## src/rtl/sale_pkg.sv

```systemverilog
// sale_pkg: step-width and one-hot helpers plus default configuration for the sale sequencer
package sale_pkg;
  localparam logic [31:0] COND_MASK_DEF = 32'b0011;
  localparam int TIMEOUT_DEF = 16;
  function automatic int sw(input int n);
    return n > 2 ? $clog2(n) : 1;
  endfunction
  function automatic logic [31:0] onehot(input int idx, input int n);
    return idx < n ? 32'd1 << idx : 32'd0;
  endfunction
endpackage

```

## src/rtl/sale_wait_tmr.sv

```systemverilog
// sale_wait_tmr: wait-step cycle counter that flags the last allowed cycle, tied off when TIMEOUT is 0
module sale_wait_tmr #(
  parameter int TIMEOUT = 16
)(
  input  logic clk,
  input  logic rset,
  input  logic clr,
  input  logic en,
  output logic expired
);
  if (TIMEOUT > 0) begin : g_t
    localparam int W = $clog2(TIMEOUT + 1);
    logic [W-1:0] wait_cnt;
    assign expired = wait_cnt == W'(TIMEOUT - 1);
    always_ff @(posedge clk)
      if (rset || clr || (en && expired)) wait_cnt <= '0;
      else if (en) wait_cnt <= wait_cnt + W'(1);
  end else begin : g_n
    assign expired = 1'b0;
  end
endmodule

```

## src/rtl/sale_seq_n.sv

```systemverilog
// sale_seq_n: N-step sale sequencer with per-step qualifiers, timeout, abort, done pulse and txn counter
module sale_seq_n import sale_pkg::*; #(
  parameter int N_STEPS = 4,
  parameter logic [31:0] COND_MASK = COND_MASK_DEF,
  parameter int TIMEOUT = TIMEOUT_DEF,
  parameter int TXN_W = 8,
  localparam int SW = sw(N_STEPS)
)(
  input  logic               clk,
  input  logic               rset,
  input  logic [N_STEPS-1:0] slif,
  input  logic               abort,
  output logic [N_STEPS-1:0] sl,
  output logic [SW-1:0]      count,
  output logic               busy,
  output logic               done,
  output logic               tmo_err,
  output logic               abrt,
  output logic [TXN_W-1:0]   txn_cnt
);
  localparam logic [N_STEPS-1:0] cm = COND_MASK[N_STEPS-1:0] | N_STEPS'(1);
  logic last, adv, ab, go, en, tmo, expired;
  logic [SW-1:0] nxt;
  always_comb begin
    last = count == SW'(N_STEPS - 1);
    adv = cm[count] ? slif[count] : 1'b1;
    ab = abort && count != '0;
    go = !ab && adv;
    en = count != '0 && cm[count] && !adv && !ab;
    tmo = en && expired;
    nxt = (ab || tmo || (go && last)) ? '0 : go ? count + SW'(1) : count;
  end
  sale_wait_tmr #(.TIMEOUT(TIMEOUT)) u_tmr (
    .clk(clk),
    .rset(rset),
    .clr(!en),
    .en(en),
    .expired(expired)
  );
  assign busy = count != '0;
  always_ff @(posedge clk)
    if (rset) begin
      count <= '0;
      sl <= '0;
      done <= 1'b0;
      tmo_err <= 1'b0;
      abrt <= 1'b0;
      txn_cnt <= '0;
    end else begin
      count <= nxt;
      sl <= go ? N_STEPS'(onehot(int'(count), N_STEPS)) : '0;
      done <= go && last;
      tmo_err <= tmo;
      abrt <= ab;
      txn_cnt <= (go && last && !(&txn_cnt)) ? txn_cnt + TXN_W'(1) : txn_cnt;
    end
endmodule
```

## config.mk

```make
export PLATFORM = sky130hd
export DESIGN_NAME = sale_seq_n
export DESIGN_NICKNAME = d
export VERILOG_FILES = /design/src/rtl/sale_pkg.sv /design/src/rtl/sale_wait_tmr.sv /design/src/rtl/sale_seq_n.sv
export SDC_FILE = /design/constraint.sdc
export NUM_CORES = 1
export LEC_CHECK = 0
export CAP_MARGIN = 0
export CORE_AREA = 2 2 52 54
export CTS_CLUSTER_DIAMETER = 50
export CTS_CLUSTER_SIZE = 20
export DETAILED_ROUTE_END_ITERATION = 7
export DIE_AREA = 0 0 54 56
export MAX_ROUTING_LAYER = met4
export PLACE_DENSITY = 0.71
export SYNTH_ARGS = -nofsm -noshare
export SYNTH_HDL_FRONTEND = slang
export SYNTH_HIERARCHICAL = 1
export SYNTH_SLANG_ARGS = --single-unit
```

## constraint.sdc

```tcl
create_clock -name clk -period 1.93 [get_ports clk]
set_clock_uncertainty 0.05 [all_clocks]
set_input_delay 0.2895 -clock clk [delete_from_list [all_inputs] [get_ports clk]]
set_output_delay 0.2895 -clock clk [all_outputs]
set_load 0.05 [all_outputs]
```

Word-level counts from Yosys, hierarchy flattened
Index checks and enable logic that the tools add are counted.

word-level totals
  output and inout bits = 18
  register bits = 22

cells by class
  multiplexer cells = 5
  $add $sub $neg = 3
  bitwise operators = 1
  shift-type cells = 1
  eq/ne operators = 2
  order comparisons = 1
  reductions and logical operators = 20

operator list
  operator               number
  $add A8 B1 Y8 const B  1
  $logic_and A1 B1 Y1    8
  $reduce_and A8 Y1      1
  $add A5 B1 Y5 const B  1
  $eq A5 B4 Y1 const B   1
  $bmux W1 S2            2
  $logic_not A1 Y1       4
  $logic_or A1 B1 Y1     4
  $reduce_or A2 Y1       2
  $shl A1 B2 Y4 const A  1
  $lt A2 B3 Y1 const B   1
  $mux W1                3
  $add A2 B1 Y2 const B  1
  $eq A2 B2 Y1 const B   1
  $reduce_bool A2 Y1     1
  $not A1 Y1             1

Longest topological paths before layout
  depth after elaboration = 10
  gate-level depth with buffers = 10
  depth with buffers taken out = 8

Cells and area by module
The synthesis kept the hierarchy.

by module, submodules not included
  module         sequential area each (um2)  cells each  times used  area each (um2)
  sale_seq_n     340.3                       86          1           778.2
  sale_wait_tmr  100.1                       23          1           234.0

Worst setup path after synthesis
OpenSTA, ideal clock, no wires.

  path type = register to register
  start point = reg count[1]
  end point = reg u_tmr.g_t.wait_cnt[4]
  path slack = -548 ps
  buffers on the path = 2
  data arrival time = 2349 ps
  cell stages (with the launch flop) = 10
  clock period less this slack = 2478 ps
  path through = dfxtp_1 > clkbuf_1 > inv_1 > ha_1 > nand2b_1 > nand3_1 > inv_1 > buf_6 > a211o_2 > a211oi_2

between the ends
  word-level cells in the longest chain between the ends = 9
  elaborated cells between the ends (all ways) = 16
  classes of those cells = 5 x mux; 11 x reduce/logical

ends and longest elaborated chain
  item                                   RTL line                            source
  start, declared                        sale_seq_n.sv:14                    output logic [SW-1:0] count,
  start signal, assigned                 sale_seq_n.sv:50                    count <= nxt;
  $bmux W1 S2, on equally long branches  sale_seq_n.sv:26, sale_seq_n.sv:29
  $mux W1, on equally long branches      sale_seq_n.sv:26, sale_seq_n.sv:29
  $mux W1                                sale_seq_n.sv:26                    adv = cm[count] ? slif[count] : 1'b1;
  $logic_not A1 Y1                       sale_seq_n.sv:29                    en = count != '0 && cm[count] && !adv && !ab;
  $logic_and A1 B1 Y1                    sale_seq_n.sv:29
  $logic_and A1 B1 Y1 *                  sale_seq_n.sv:29
  named net en                           sale_seq_n.sv:22                    logic last, adv, ab, go, en, tmo, expired;
  $logic_not A1 Y1                       sale_seq_n.sv:36                    .clr(!en),
  $logic_or A1 B1 Y1 (2 in series)       sale_wait_tmr.sv:16                 if (rset || clr || (en && expired)) wait_cnt <= '0;
  end signal, assigned                   sale_wait_tmr.sv:17                 else if (en) wait_cnt <= wait_cnt + W'(1);
  end, declared                          sale_wait_tmr.sv:13                 logic [W-1:0] wait_cnt;

The timed path passes the listed nets; every way through them passes the cells marked *. The select of a mux whose other input is x is not followed.
A chain may end at the register's enable or synchronous reset.

Worst setup path after layout
  start point = reg txn_cnt[5]
  end point = out txn_cnt[5]

RTL lines
  item                    RTL line          source
  start, declared         sale_seq_n.sv:19  output logic [TXN_W-1:0] txn_cnt
  start signal, assigned  sale_seq_n.sv:55  txn_cnt <= (go && last && !(&txn_cnt)) ? txn_cnt + TXN_W'(1) : txn_cnt;

No word-level cell between the ends.

==> qor.yml <==
synth_most_common_cell: "dfxtp_1"
start_util_pct: 41.6
drcViolationCount: 0
dp_hpwl_mm: 1.41
area_growth_pct: 33.9
min_period_ns: 1.87
cap_violations: 0
yosys-top-cells-count: "dfxtp_1, nor2_1, a21oi_1, inv_1, ha_1"
clk_latency_ns: 0.30
final-hold-violation-count: 0
worst_hold_slack_ns: 0.441
setup_tns_ns: 0
wl_mm: 1.98
p_per_area_nw_per_um2: 895
yosysWarnings: 6
numCtsBuffers: 3
synth_nets: 122
htree_levels: 1
yosysTopAreaCell: "dfxtp_1"
dp_cells: 159
drtAntennaViolNets: 0
start_kind: "flip-flop"
power.internal_w: 0.000758
die_h_um: 56
stdcell_area_um2: 1360
grt_usage_pct: 14.2
die_x_um: 54
synth_seq_cells: 22
path_delay_family: "buffers and inverters"
critPathMaxFanout: 5
ir_drop_v: 0.000653
synth_enable_flop_cells: 0
gp_congestion: 0.767
cpMaxStageDelayCell: "clkdlybuf4s50_1"
hp-class: "flip-flop to flip-flop"
num_vias: 876
rsz0062_at_grt: "no"
criticalPathCategory: "flip-flop to primary output"
synthesis.instances: 109
critPathCaptureType: "primary output"
grt_antenna_before_repair: 0
nNetsFinal: 150
status: "completed"
synth_flop_cell: "dfxtp_1"
p_leak_nw: 0.550
pin_count: 25
timing.final.ws_setup_ns: 0.0596
maxSlewViolCount: 0
cts_tree: "yes"
synth_async_sr_flop_share_pct: 0
core_area_um2: 2430
hold_buffers: 0
antenna_cells: 0
fmax_ghz: 0.535
cp.required_ns: 1.59
finalCritPeriodShare_pct: 96.9
path_cells: "clkdlybuf4s50_1"
swShare_pct: 37.5
grt_pass1_vias: 730
path_clk_slew_ns: 0.11
drt_pass1_iterations: 6
final_layout_size_suffix_gt1_share_pct: 14.8
combPwrFrac_pct: 40.7
clock_path_buffers: 2
switching_power_w: 0.000455
vias_per_cell: 5.31
power_frac_seq_pct: 42.5
slew_headroom_pct: 60.8
layout.cells.non_filler: 165
netlist_area_um2: 1010
place_area_um2: 1290
cts_sinks: 22
yosysTopAreaCellShare_pct: 43.5
dp_slack_ns: 0.0110
drt-initial-drc-count: 16
root_buffer: "clkbuf_4"
cp.buffers_inverters: 1
setup_viol: 0
rows: 18
io_buffers: 22
tightestPinTransition_ns: 0.585
grt_max_degree: 18
avgSynthCellArea_um2: 9.29
p_clk_share_pct: 16.7
grt_pass1_wl_mm: 3.15
dieArea_um2: 3020
crit_arrival_ns: 1.53
yosys-top-cells-area: "dfxtp_1, ha_1, nor2_1"
yosysSeqAreaShare_pct: 43.5
cpPeakStageDelay_ns: 0.82
synth_cell_types: 34
overflow: 0
routedWlPerCell_um: 12.0
[power groups by stage]
stage / combinational, W / sequential (W) / clock (W)
after CTS: 0.000488 / 0.000518 / 0.000210
after detailed placement: 0.000488 / 0.000528 / 0
after global routing: 0.000527 / 0.000522 / 0.000226
after floorplan: 0.000247 / 0.000622 / 0
after global placement: 0.000483 / 0.000526 / 0
final: 0.000494 / 0.000516 / 0.000203
[sequential cells by signal, indices dropped and copies added, names as in the netlist]
register            count
abrt                    1
count                   2
done                    1
sl                      4
tmo_err                 1
txn_cnt                 8
u_tmr/g_t.wait_cnt      5
[per-stage QoR]
stage	power (W)	util, %
after detailed placement	0.00102	53.2
after floorplan	0.000870	-
after global routing	0.00128	55.7
after global placement	0.00101	53.2
final	0.00121	55.7
after CTS	0.00122	54.1
[cells by family (layout without fill, tap and decap cells)]
group | Yosys count | count (layout) | synth area share, %
adders and majority gates | 6 | 6 | 7.42
xor gates and xnor gates | 4 | 4 | 3.46
muxes | 2 | 2 | 2.47
buffers and inverters | 12 | 38 | 5.32
AOI/OAI and AO/OA | 22 | 22 | 15.8
and+or+nand+nor | 41 | 41 | 22.0
DFF | 22 | 22 | 43.5
[layout by cell type, fill, tap and decap left out, types with 3 or more instances in the layout]
master	instances
nor4_1	5
nand2_1	4
inv_1	6
or3_1	3
o31ai_1	5
nand4_1	3
dfxtp_1	20
clkdlybuf4s50_1	15
ha_1	6
a21oi_1	7
clkbuf_4	3
dlymetal6s2s_1	4
nor2_1	11
or4_1	4
o21ai_1	4
buf_4	6
[worst paths after layout]
check,startpoint,to,slack (ns),cells past startpoint
max,txn_cnt[5],txn_cnt[5],0.06,1
min reg2reg,count[0],sl[2],0.44,1
max reg2reg,count[0],txn_cnt[7],0.13,6
min,count[0],sl[2],0.44,1
[worst register-to-register path, delay by kind of cell, from the launching register on]
family                   cells  cell delay, ns
buffers and inverters        1            0.14
flip-flops                   1            0.39
AND/OR/NAND/NOR              2            0.67
adder cells (fa/ha/maj)      1            0.21
AO/OA/AOI/OAI                2            0.29
[what timing repair did]
action	CTS	global route
endpoints found under the hold margin	0	0
pin swaps	0	1
gates resized for setup	2	6
setup buffers	0	3
endpoints found under the setup margin	2	9
[metal layers]
metal / vias up / track usage [%] / share of wire, %
met1: 406 / 18.6 / 47
met2: 19 / 21.1 / 48
li1: 447 / - / -
met3: 4 / 2.42 / 3.6
met5: - / - / 0
met4: 0 / 6.43 / 1.3
[cell type report]
cell class | count | area [µm²]
clock buffers | 3 | 22.5
fillers | 223 | 1080
inverters | 7 | 26.3
multi-input cells | 75 | 538
flip-flops and latches | 22 | 448
well taps | 30 | 37.5
repair buffers | 28 | 283
Power figures use the tool's default switching activity.
